**config.mk**
```make
export PLATFORM = sky130hd
export DESIGN_NAME = spi_master_clkgen_burst
export DESIGN_NICKNAME = d
export VERILOG_FILES = /design/src/rtl/spi_clkgen_pkg.sv /design/src/rtl/spi_halfperiod_cnt.sv /design/src/rtl/spi_master_clkgen_burst.sv
export SDC_FILE = /design/constraint.sdc
export NUM_CORES = 1
export LEC_CHECK = 0
export CAP_MARGIN = 20
export CORE_UTILIZATION = 40
export CTS_BUF_LIST = sky130_fd_sc_hd__clkbuf_16
export CTS_CLUSTER_DIAMETER = 80
export DETAILED_ROUTE_END_ITERATION = 7
export PLACE_DENSITY_LB_ADDON = 0.08
export RECOVER_POWER = 25
export SETUP_SLACK_MARGIN = 0.05
export SLEW_MARGIN = 5
export SYNTH_ARGS = -nofsm -noshare
export SYNTH_HDL_FRONTEND = slang
export SYNTH_HIERARCHICAL = 1
export SYNTH_SLANG_ARGS = --single-unit
export TNS_END_PERCENT = 10
```
**constraint.sdc**
```tcl
create_clock -name clk -period 4.9 [get_ports clk]
set_input_delay 1.47 -clock clk [delete_from_list [all_inputs] [get_ports clk]]
set_output_delay 1.47 -clock clk [all_outputs]
set_load 0.02 [all_outputs]
```
**src/rtl/spi_clkgen_pkg.sv**
```systemverilog
// Shared definitions for the burst SPI clock generator: state encoding,
// default widths and the edge-to-strobe mapping.
package spi_clkgen_pkg;

    localparam int DIV_W_DEF  = 8;
    localparam int BITS_W_DEF = 6;

    localparam logic [1:0] ST_IDLE = 2'd0;
    localparam logic [1:0] ST_RUN  = 2'd1;
    localparam logic [1:0] ST_TAIL = 2'd2;

    // cpol only moves SCK levels; which edge samples depends on cpha alone.
    function automatic logic is_sample_edge(input logic cpha, input logic lead);
        return cpha ? !lead : lead;
    endfunction

endpackage

```
**src/rtl/spi_halfperiod_cnt.sv**
```systemverilog
// Half-period counter: counts 0..target while enabled and flags the
// terminal count combinationally, wrapping to zero on it.
module spi_halfperiod_cnt #(
    parameter int DIV_W = 8
) (
    input  logic             clk,
    input  logic             rst,
    input  logic             clr,
    input  logic             en,
    input  logic [DIV_W-1:0] target,
    output logic             tc
);

    logic [DIV_W-1:0] r_cnt;

    assign tc = en && (r_cnt == target);

    always_ff @(posedge clk or posedge rst) begin
        if (rst)
            r_cnt <= '0;
        else if (clr)
            r_cnt <= '0;
        else if (en)
            r_cnt <= tc ? '0 : r_cnt + DIV_W'(1);
    end

endmodule

```
**src/rtl/spi_master_clkgen_burst.sv**
```systemverilog
// Bounded-burst SPI SCK generator with CPOL/CPHA handling, per-edge
// sample/shift strobes and busy/done handshakes.
module spi_master_clkgen_burst
    import spi_clkgen_pkg::*;
#(
    parameter int DIV_W  = DIV_W_DEF,
    parameter int BITS_W = BITS_W_DEF
) (
    input  logic              clk,
    input  logic              rst,
    input  logic [DIV_W-1:0]  clk_div,
    input  logic              clk_div_valid,
    input  logic              cpol,
    input  logic              cpha,
    input  logic [BITS_W-1:0] num_bits,
    input  logic              start,
    input  logic              abort,
    output logic              spi_clk,
    output logic              spi_lead,
    output logic              spi_trail,
    output logic              sample_stb,
    output logic              shift_stb,
    output logic              busy,
    output logic              done
);

    logic [1:0]        r_state;
    logic [DIV_W-1:0]  r_target;
    logic [BITS_W-1:0] r_nbits;
    logic [BITS_W:0]   r_edges;
    logic              r_sck;
    logic              r_cpol;
    logic              r_cpha;
    logic              r_done;

    logic              w_idle;
    logic              w_active;
    logic              w_tc;
    logic              w_edge;
    logic              w_lead;
    logic              w_last;
    logic              w_sample_edge;
    logic [BITS_W:0]   w_last_idx;

    assign w_idle     = (r_state == ST_IDLE);
    // abort freezes the counter in the same cycle so no strobe leaks out
    assign w_active   = !w_idle && !abort;
    assign w_last_idx = {r_nbits, 1'b0} - (BITS_W+1)'(1);

    spi_halfperiod_cnt #(.DIV_W(DIV_W)) u_hp (
        .clk    (clk),
        .rst    (rst),
        .clr    (!w_active),
        .en     (w_active),
        .target (r_target),
        .tc     (w_tc)
    );

    assign w_edge        = w_tc && (r_state == ST_RUN);
    assign w_lead        = w_edge && (r_sck == r_cpol);
    assign w_last        = w_edge && (r_edges == w_last_idx);
    assign w_sample_edge = is_sample_edge(r_cpha, w_lead);

    assign spi_clk    = r_sck;
    assign spi_lead   = w_lead;
    assign spi_trail  = w_edge && !w_lead;
    assign sample_stb = w_edge && w_sample_edge;
    // the closing trailing edge of a cpha=0 burst has no next bit to shift
    assign shift_stb  = w_edge && !w_sample_edge && !w_last;
    assign busy       = !w_idle;
    assign done       = r_done;

    always_ff @(posedge clk or posedge rst) begin
        if (rst) begin
            r_state  <= ST_IDLE;
            r_target <= '0;
            r_nbits  <= '0;
            r_edges  <= '0;
            r_sck    <= 1'b0;
            r_cpol   <= 1'b0;
            r_cpha   <= 1'b0;
            r_done   <= 1'b0;
        end else begin
            r_done <= 1'b0;
            if (abort && !w_idle) begin
                r_state <= ST_IDLE;
                r_sck   <= r_cpol;
                r_edges <= '0;
            end else begin
                case (r_state)
                    ST_IDLE: begin
                        r_cpol <= cpol;
                        r_cpha <= cpha;
                        r_sck  <= cpol;
                        if (clk_div_valid)
                            r_target <= clk_div;
                        if (start && !abort && (num_bits != '0)) begin
                            r_state <= ST_RUN;
                            r_nbits <= num_bits;
                            r_edges <= '0;
                        end
                    end
                    ST_RUN: begin
                        if (w_tc) begin
                            r_sck   <= ~r_sck;
                            r_edges <= r_edges + (BITS_W+1)'(1);
                            if (w_last)
                                r_state <= ST_TAIL;
                        end
                    end
                    ST_TAIL: begin
                        if (w_tc) begin
                            r_state <= ST_IDLE;
                            r_done  <= 1'b1;
                        end
                    end
                    default: r_state <= ST_IDLE;
                endcase
            end
        end
    end

endmodule

```
==> After elaboration in Yosys (flattened, before gate mapping) <==
Index checks and enable logic that the tools add are counted.
{ "op_classes": {"n_eq_ne": 9, "mux": 19, "bitwise_logic": 2, "addsub": 3, "n_reduce_logical": 26} }
{ "op_table": {"columns": ["cell", "n"], "rows": [
  ["7-bit two-way mux", 3],
  ["8-bit two-way mux", 2],
  ["7-bit one-hot mux with 2 select lines", 1],
  ["1-bit logical AND", 12],
  ["2-bit two-way mux", 5],
  ["3-bit AND reduction", 3],
  ["8-bit by 1-bit adder with 8-bit output, second input constant", 1],
  ["8-bit equality test", 1],
  ["7-bit by 1-bit adder with 7-bit output, second input constant", 1],
  ["7-bit equality test", 1],
  ["7-bit by 1-bit subtractor with 7-bit output, second input constant", 1],
  ["1-bit two-way mux", 6],
  ["3-bit by 1-bit inequality test with 1-bit output, second input constant", 2],
  ["3-bit by 2-bit inequality test with 1-bit output, second input constant", 2],
  ["2-bit one-hot mux with 3 select lines", 1],
  ["6-bit nonzero test", 1],
  ["1-bit zero test", 5],
  ["2-bit AND reduction", 2],
  ["4-bit AND reduction", 1],
  ["3-bit nonzero test", 1],
  ["2-bit by 1-bit equality test with 1-bit output, second input constant", 1],
  ["2-bit equality test, second input constant", 1],
  ["2-bit zero test", 1],
  ["1-bit inverter", 2],
  ["other kinds (2)", 2]
]} }
{ "totals": {"wordCells": 68, "inputBits": 21, "output_inout_bits": 7, "ff_bits": 35} }

==> Longest topological paths before layout <==
{ "depth": {"word_depth": 11, "depth_mapped": 13, "depth_no_buf": 11} }

==> Modules after synthesis <==
Netlist, hierarchy kept.
{ "modules_own_cells": {"columns": ["mod", "seq_area_each_um2", "area_each_um2", "instances", "cells_per_inst"], "rows": [
  ["spi_master_clkgen_burst", 675.6, 1427.6, 1, 138],
  ["spi_halfperiod_cnt", 200.2, 510.5, 1, 53]
]} }

==> Worst setup path after synthesis <==
No wires, ideal clock.
{ "synth_timing": {"path_kind": "in2out", "start": "input port abort", "end": "output port shift_stb", "path_buffers": 1, "t_required_ns": 3.430, "t_arrival_ns": 3.551, "stages": 10, "path_slack_ns": -0.121, "path_cell_list": "inv_1 > nand2_1 > inv_1 > clkbuf_2 > inv_1 > nor3_4 > nand3b_1 > nor2_1 > xor2_1 > nor3_1"} }
{ "synth_via": {"elab_chain_cells": 10, "elab_cells_between_ends": 12, "classes_between": "1 x mux; 11 x reduce/logical"} }
{ "synth_rtl": {"columns": ["item", "line_no", "rtl"], "rows": [
  ["start, declared", "spi_master_clkgen_burst.sv:17", "input logic abort,"],
  ["1-bit zero test (*)", "spi_master_clkgen_burst.sv:47", "assign w_active = !w_idle && !abort;"],
  ["1-bit logical AND (*)", "spi_master_clkgen_burst.sv:47", null],
  ["via w_active", "spi_master_clkgen_burst.sv:37", "logic w_active;"],
  ["1-bit logical AND (*)", "spi_halfperiod_cnt.sv:16", "assign tc = en && (r_cnt == target);"],
  ["via w_tc", "spi_master_clkgen_burst.sv:38", "logic w_tc;"],
  ["1-bit logical AND (*)", "spi_master_clkgen_burst.sv:59", "assign w_edge = w_tc && (r_state == ST_RUN);"],
  ["1-bit logical AND (*)", "spi_master_clkgen_burst.sv:60", "assign w_lead = w_edge && (r_sck == r_cpol);"],
  ["via spi_lead", "spi_master_clkgen_burst.sv:19", "output logic spi_lead,"],
  ["1-bit zero test", "spi_clkgen_pkg.sv:14", "return cpha ? !lead : lead;"],
  ["1-bit two-way mux (*)", "spi_clkgen_pkg.sv:14", null],
  ["1-bit zero test (*)", "spi_master_clkgen_burst.sv:69", "assign shift_stb = w_edge && !w_sample_edge && !w_last;"],
  ["1-bit logical AND (*) (2 in series)", "spi_master_clkgen_burst.sv:69", null],
  ["end, declared", "spi_master_clkgen_burst.sv:22", "output logic shift_stb,"]
]} }
The timed path passes the listed nets; every way through them passes the cells marked *.

==> Worst setup path in the final report <==
{ "layout_timing": {"start": "input port abort", "end": "output port shift_stb"} }
{ "layout_via": {"elab_chain_cells": 10, "elab_cells_between_ends": 12, "classes_between": "1 x mux; 11 x reduce/logical"} }
{ "layout_rtl": {"columns": ["item", "line_no"], "rows": [
  ["1-bit zero test (*)", "spi_master_clkgen_burst.sv:47"],
  ["1-bit logical AND (*)", "spi_master_clkgen_burst.sv:47"],
  ["via w_active", "spi_master_clkgen_burst.sv:37"],
  ["1-bit logical AND (*)", "spi_halfperiod_cnt.sv:16"],
  ["via w_tc", "spi_master_clkgen_burst.sv:38"],
  ["1-bit logical AND (*)", "spi_master_clkgen_burst.sv:59"],
  ["1-bit logical AND", "spi_master_clkgen_burst.sv:60"],
  ["1-bit zero test", "spi_clkgen_pkg.sv:14"],
  ["1-bit two-way mux", "spi_clkgen_pkg.sv:14"],
  ["1-bit zero test", "spi_master_clkgen_burst.sv:69"],
  ["1-bit logical AND", "spi_master_clkgen_burst.sv:69"],
  ["1-bit logical AND (*)", "spi_master_clkgen_burst.sv:69"]
]} }
Marks and branches as above.

==> results.txt <==
----------------------------------------------------
[Timing]
  Worst Max-Slew Pin Slew ... 1080 ps
  Highest achievable clock rate ... 227 MHz
  Number of endpoints failing setup at the final stage ... 0
  Worst clock skew ... 2.86 ps
  Accumulated negative setup slack ... 0 ps
  Final period util ... 89.7%
  Final critical path time including I/O delays and setup ... 4400 ps
  Final count of pins violating max slew ... 0
  Final setup slack of the worst path ... 504 ps
  Number of hold violations in the final report ... 0
  Worst slew margin relative to its limit ... 28.0%
  RSZ-0062 raised after global routing ... no

[Synth]
  Count of unique library cells instantiated by Yosys ... 40
  Simple-gate share of the synthesized area ... 20.7%
  Largest cells by area after synthesis ... sky130_fd_sc_hd__dfrtp_1, sky130_fd_sc_hd__xnor2_1, sky130_fd_sc_hd__mux2_2
  Avg Synthesized Cell Area ... 10.1 µm²
  Proportion of netlist area held by the largest area contributor ... 45.2%
  Sequential fraction of the synthesis area ... 45.2%
  Ranking of synthesized cells by instance count ... sky130_fd_sc_hd__dfrtp_1, sky130_fd_sc_hd__nand2_1, sky130_fd_sc_hd__xnor2_1
  Adder-cell share of the synthesized area ... 1.94%
  Count of flip-flops with a built-in enable after synthesis ... 0
  Cell area after synthesis ... 0.00194 mm²
  Proportion of register bits with asynchronous set or reset after synthesis ... 100%
  Largest family of logic cells by synthesized area ... simple AND/OR/NAND/NOR gates
  Commonest register cell after synthesis ... sky130_fd_sc_hd__dfrtp_1
  Count of warnings emitted by yosys ... 6
  Total nets after synthesis ... 215
  Compound-Gate Fraction of Synth Area ... 10.3%
  Xor and xnor area share after synthesis ... 9.94%
  Most common cell in the synthesized netlist ... sky130_fd_sc_hd__dfrtp_1
  Mux contribution to synthesized area ... 8.33%
  Gate Count Post-Synth ... 191
  Number of synthesized register bits ... 35
  Library cell occupying the most area in the post-synthesis netlist ... sky130_fd_sc_hd__dfrtp_1

[Final layout]
  Layout Nets ... 254
  Syn-to-layout area delta ... 28.0%
  Fillcell total ... 399
  Layout cell share with drive strength beyond 1 ... 18.2%
  Antenna Diode Count ... 0
  Cell Count, Final, Fillers Out ... 283

[Power]
  Power per cell area ... 319 mW/mm²
  Static leakage ... 1.07 nW
  Post-layout total power ... 792 µW
  VDD IR-drop max ... 264 µV

[Clocking]
  Number of clock buffers inserted by TritonCTS ... 5
  Reg clk slew, reported paths ... 50 ps
  Clock tree from TritonCTS ... yes
  Clk Latency, worst-skew pair ... 270 ps
  Hold Buf Count CTS ... 0
  Number of buffers on the longest clock path ... 2
  Sinks on the clock net ... 35
  H-tree levels ... 2
  Clock root buffer master ... sky130_fd_sc_hd__clkbuf_16

[Status]
  Run status ... finished clean

[Critical path]
  Cell class contributing the biggest share of worst-path delay ... buffers and inverters
  CP arrival ... 2930 ps
  Endpoint of the worst-slack reg-to-reg timing path ... r_edges[6]
  Launching point of the worst reg2reg path ... r_state[0]
  Largest fanout of any net on the critical path ... 2
  Worst setup path category ... in2out
  Buffers plus inverters on the worst setup path ... 7
  Data required time at the worst endpoint ... 3430 ps
  Cells along the critical path ... dlymetal6s2s_1, inv_2, nand2_1, inv_1, inv_1, nor3_4, nand3b_1, buf_4, nor2_4, xor2_2, buf_4, nor3_2, buf_4
  Crit path largest cell delay ... 180 ps
  Critical Path Sink Type ... output pin
  Cell repeated most along the worst path ... sky130_fd_sc_hd__buf_4
  CP startpoint kind ... primary input
  R2R Setup Slk ... 2370 ps
  Master of the slowest instance on the critical path ... sky130_fd_sc_hd__nor3_4
  R2R cell count ... 11

[GRT]
  Global routing usage summed across all routing layers ... 19.2%
  Wire length of the first global-routing pass ... 7640 µm
  GRT overflow ... 0
  Via count of the first global-routing pass ... 1532
  Number of antenna violations at the first check in global routing ... 0
  Maximum number of pins on one net before global-route repair ... 28

[Worst hold path]
  Source of the worst hold timing path ... r_target[1]
  Min-Delay Endpoint ... r_target[1]
  Worst Hold Depth ... 1
  Hold crit path type ... reg2reg

[Floorplanning]
  Core area ... 0.00450 mm²
  Initial standard-cell utilization of the core ... 43.0%
  Number of cell rows ... 24
  Y dimension of the die ... 71.6 µm
  Die extent in x ... 71.6 µm
  Die area ... 0.00513 mm²
  Top-Level Pins ... 28

[Routing]
  Pre-antenna DRT Iters ... 4
  DRC violation count after routing ... 0
  Final wirelength ... 4550 µm
  Total vias in the final route ... 1578
  Detailed-routed wire length on met3 ... 160 µm
  Top Layer Used ... met4
  Iteration-0 DRC Markers ... 109
  Length of routed met2 wiring ... 2130 µm
  Antenna violation net count after detailed routing ... 0
  Detailed-route vias per instance ... 5.58
  Wire length on met1 ... 2240 µm
  Avg WL per Cell ... 16.1 µm

[Placement]
  Worst slack at placement ... -287 ps
  PortBufs ... 27
  HPWL Detailed ... 3380 µm
  GPL Wtd Cong ... 0.846
  Placed cells ... 273

[Flow run]
  Max-cap viol count ... 0

----------------------------------------------------
[report_power, final]
group / internal [mW] / switching, mW / total, mW
clock: 0.183 / 0.109 / 0.292
combinational: 0.0825 / 0.0712 / 0.154
sequential: 0.317 / 0.0295 / 0.347
total: 0.583 / 0.209 / 0.792
[routing by layer]
metal / GRT usage (%) / vias up
li1: - / 756
met1: 28.3 / 785
met2: 29.4 / 35
met3: 3.38 / 2
met4: 5.01 / 0
met5: 0 / -
[final cells by class]
| class | instances | area, µm² | area share [%] |
|---|---|---|---|
| Clock buffer | 5 | 125 | 5.05 |
| Clock inverter | 3 | 12.5 | 0.505 |
| Inverter | 11 | 41.3 | 1.66 |
| Multi-Input combinational cell | 140 | 1020 | 41.1 |
| Sequential cell | 35 | 876 | 35.3 |
| Tap cell | 52 | 65.1 | 2.62 |
| Timing Repair Buffer | 37 | 340 | 13.7 |
[registers in the layout, summed over array words and instances (netlist names)]
signal,cells
r_target,8
done,1
r_nbits,6
u_hp/r_cnt,8
r_cpha,1
r_edges,7
r_state,2
spi_clk,1
r_cpol,1
[worst max path at each step]
stage / slack [ps] / start / endpoint / depth (start not counted)
finish: 500 / abort / shift_stb / 13
global route: 340 / abort / shift_stb / 13
CTS: -30 / abort / shift_stb / 12
detailed placement: -290 / abort / shift_stb / 12
global placement: -220 / abort / shift_stb / 12
floorplan: 80 / abort / sample_stb / 10
[kinds of logic (layout without fill, tap and decap cells)]
logic type,Yosys count,after routing
AND/OR/NAND/NOR,72,72
flip-flops,35,35
AO/OA/AOI/OAI,30,30
XOR/XNOR,22,22
buffers and inverters,16,56
multiplexers,13,13
adder cells (fa/ha/maj),3,3
[per-stage QoR]
step	hold slack (ps)	util [%]	area [µm²]
finish	528	55.1	2480
floorplan	491	-	1950
detailed placement	520	51.5	2320
global route	548	55.1	2480
global placement	516	51.5	2320
CTS	532	54.6	2460
[repair_timing]
action / 4_1_cts / 5_1_grt
endpoints found under the setup margin: 3 / 4
buffers inserted: 0 / 1
endpoints found under the hold margin: 0 / 0
resized for setup: 6 / 10
[layout by cell type, fill, tap and decap left out, types with 4 or more instances in the layout]
master	n
sky130_fd_sc_hd__inv_1	12
sky130_fd_sc_hd__buf_4	11
sky130_fd_sc_hd__nand4_1	6
sky130_fd_sc_hd__nor2_1	7
sky130_fd_sc_hd__xnor2_1	14
sky130_fd_sc_hd__clkdlybuf4s50_1	19
sky130_fd_sc_hd__o21ai_0	12
sky130_fd_sc_hd__xor2_1	7
sky130_fd_sc_hd__nor3_1	10
sky130_fd_sc_hd__clkbuf_16	5
sky130_fd_sc_hd__mux2_4	4
sky130_fd_sc_hd__mux2_2	9
sky130_fd_sc_hd__nand3_1	7
sky130_fd_sc_hd__dfrtp_1	35
sky130_fd_sc_hd__nand2_1	14
Note: power is estimated with default switching activity, not from simulation.
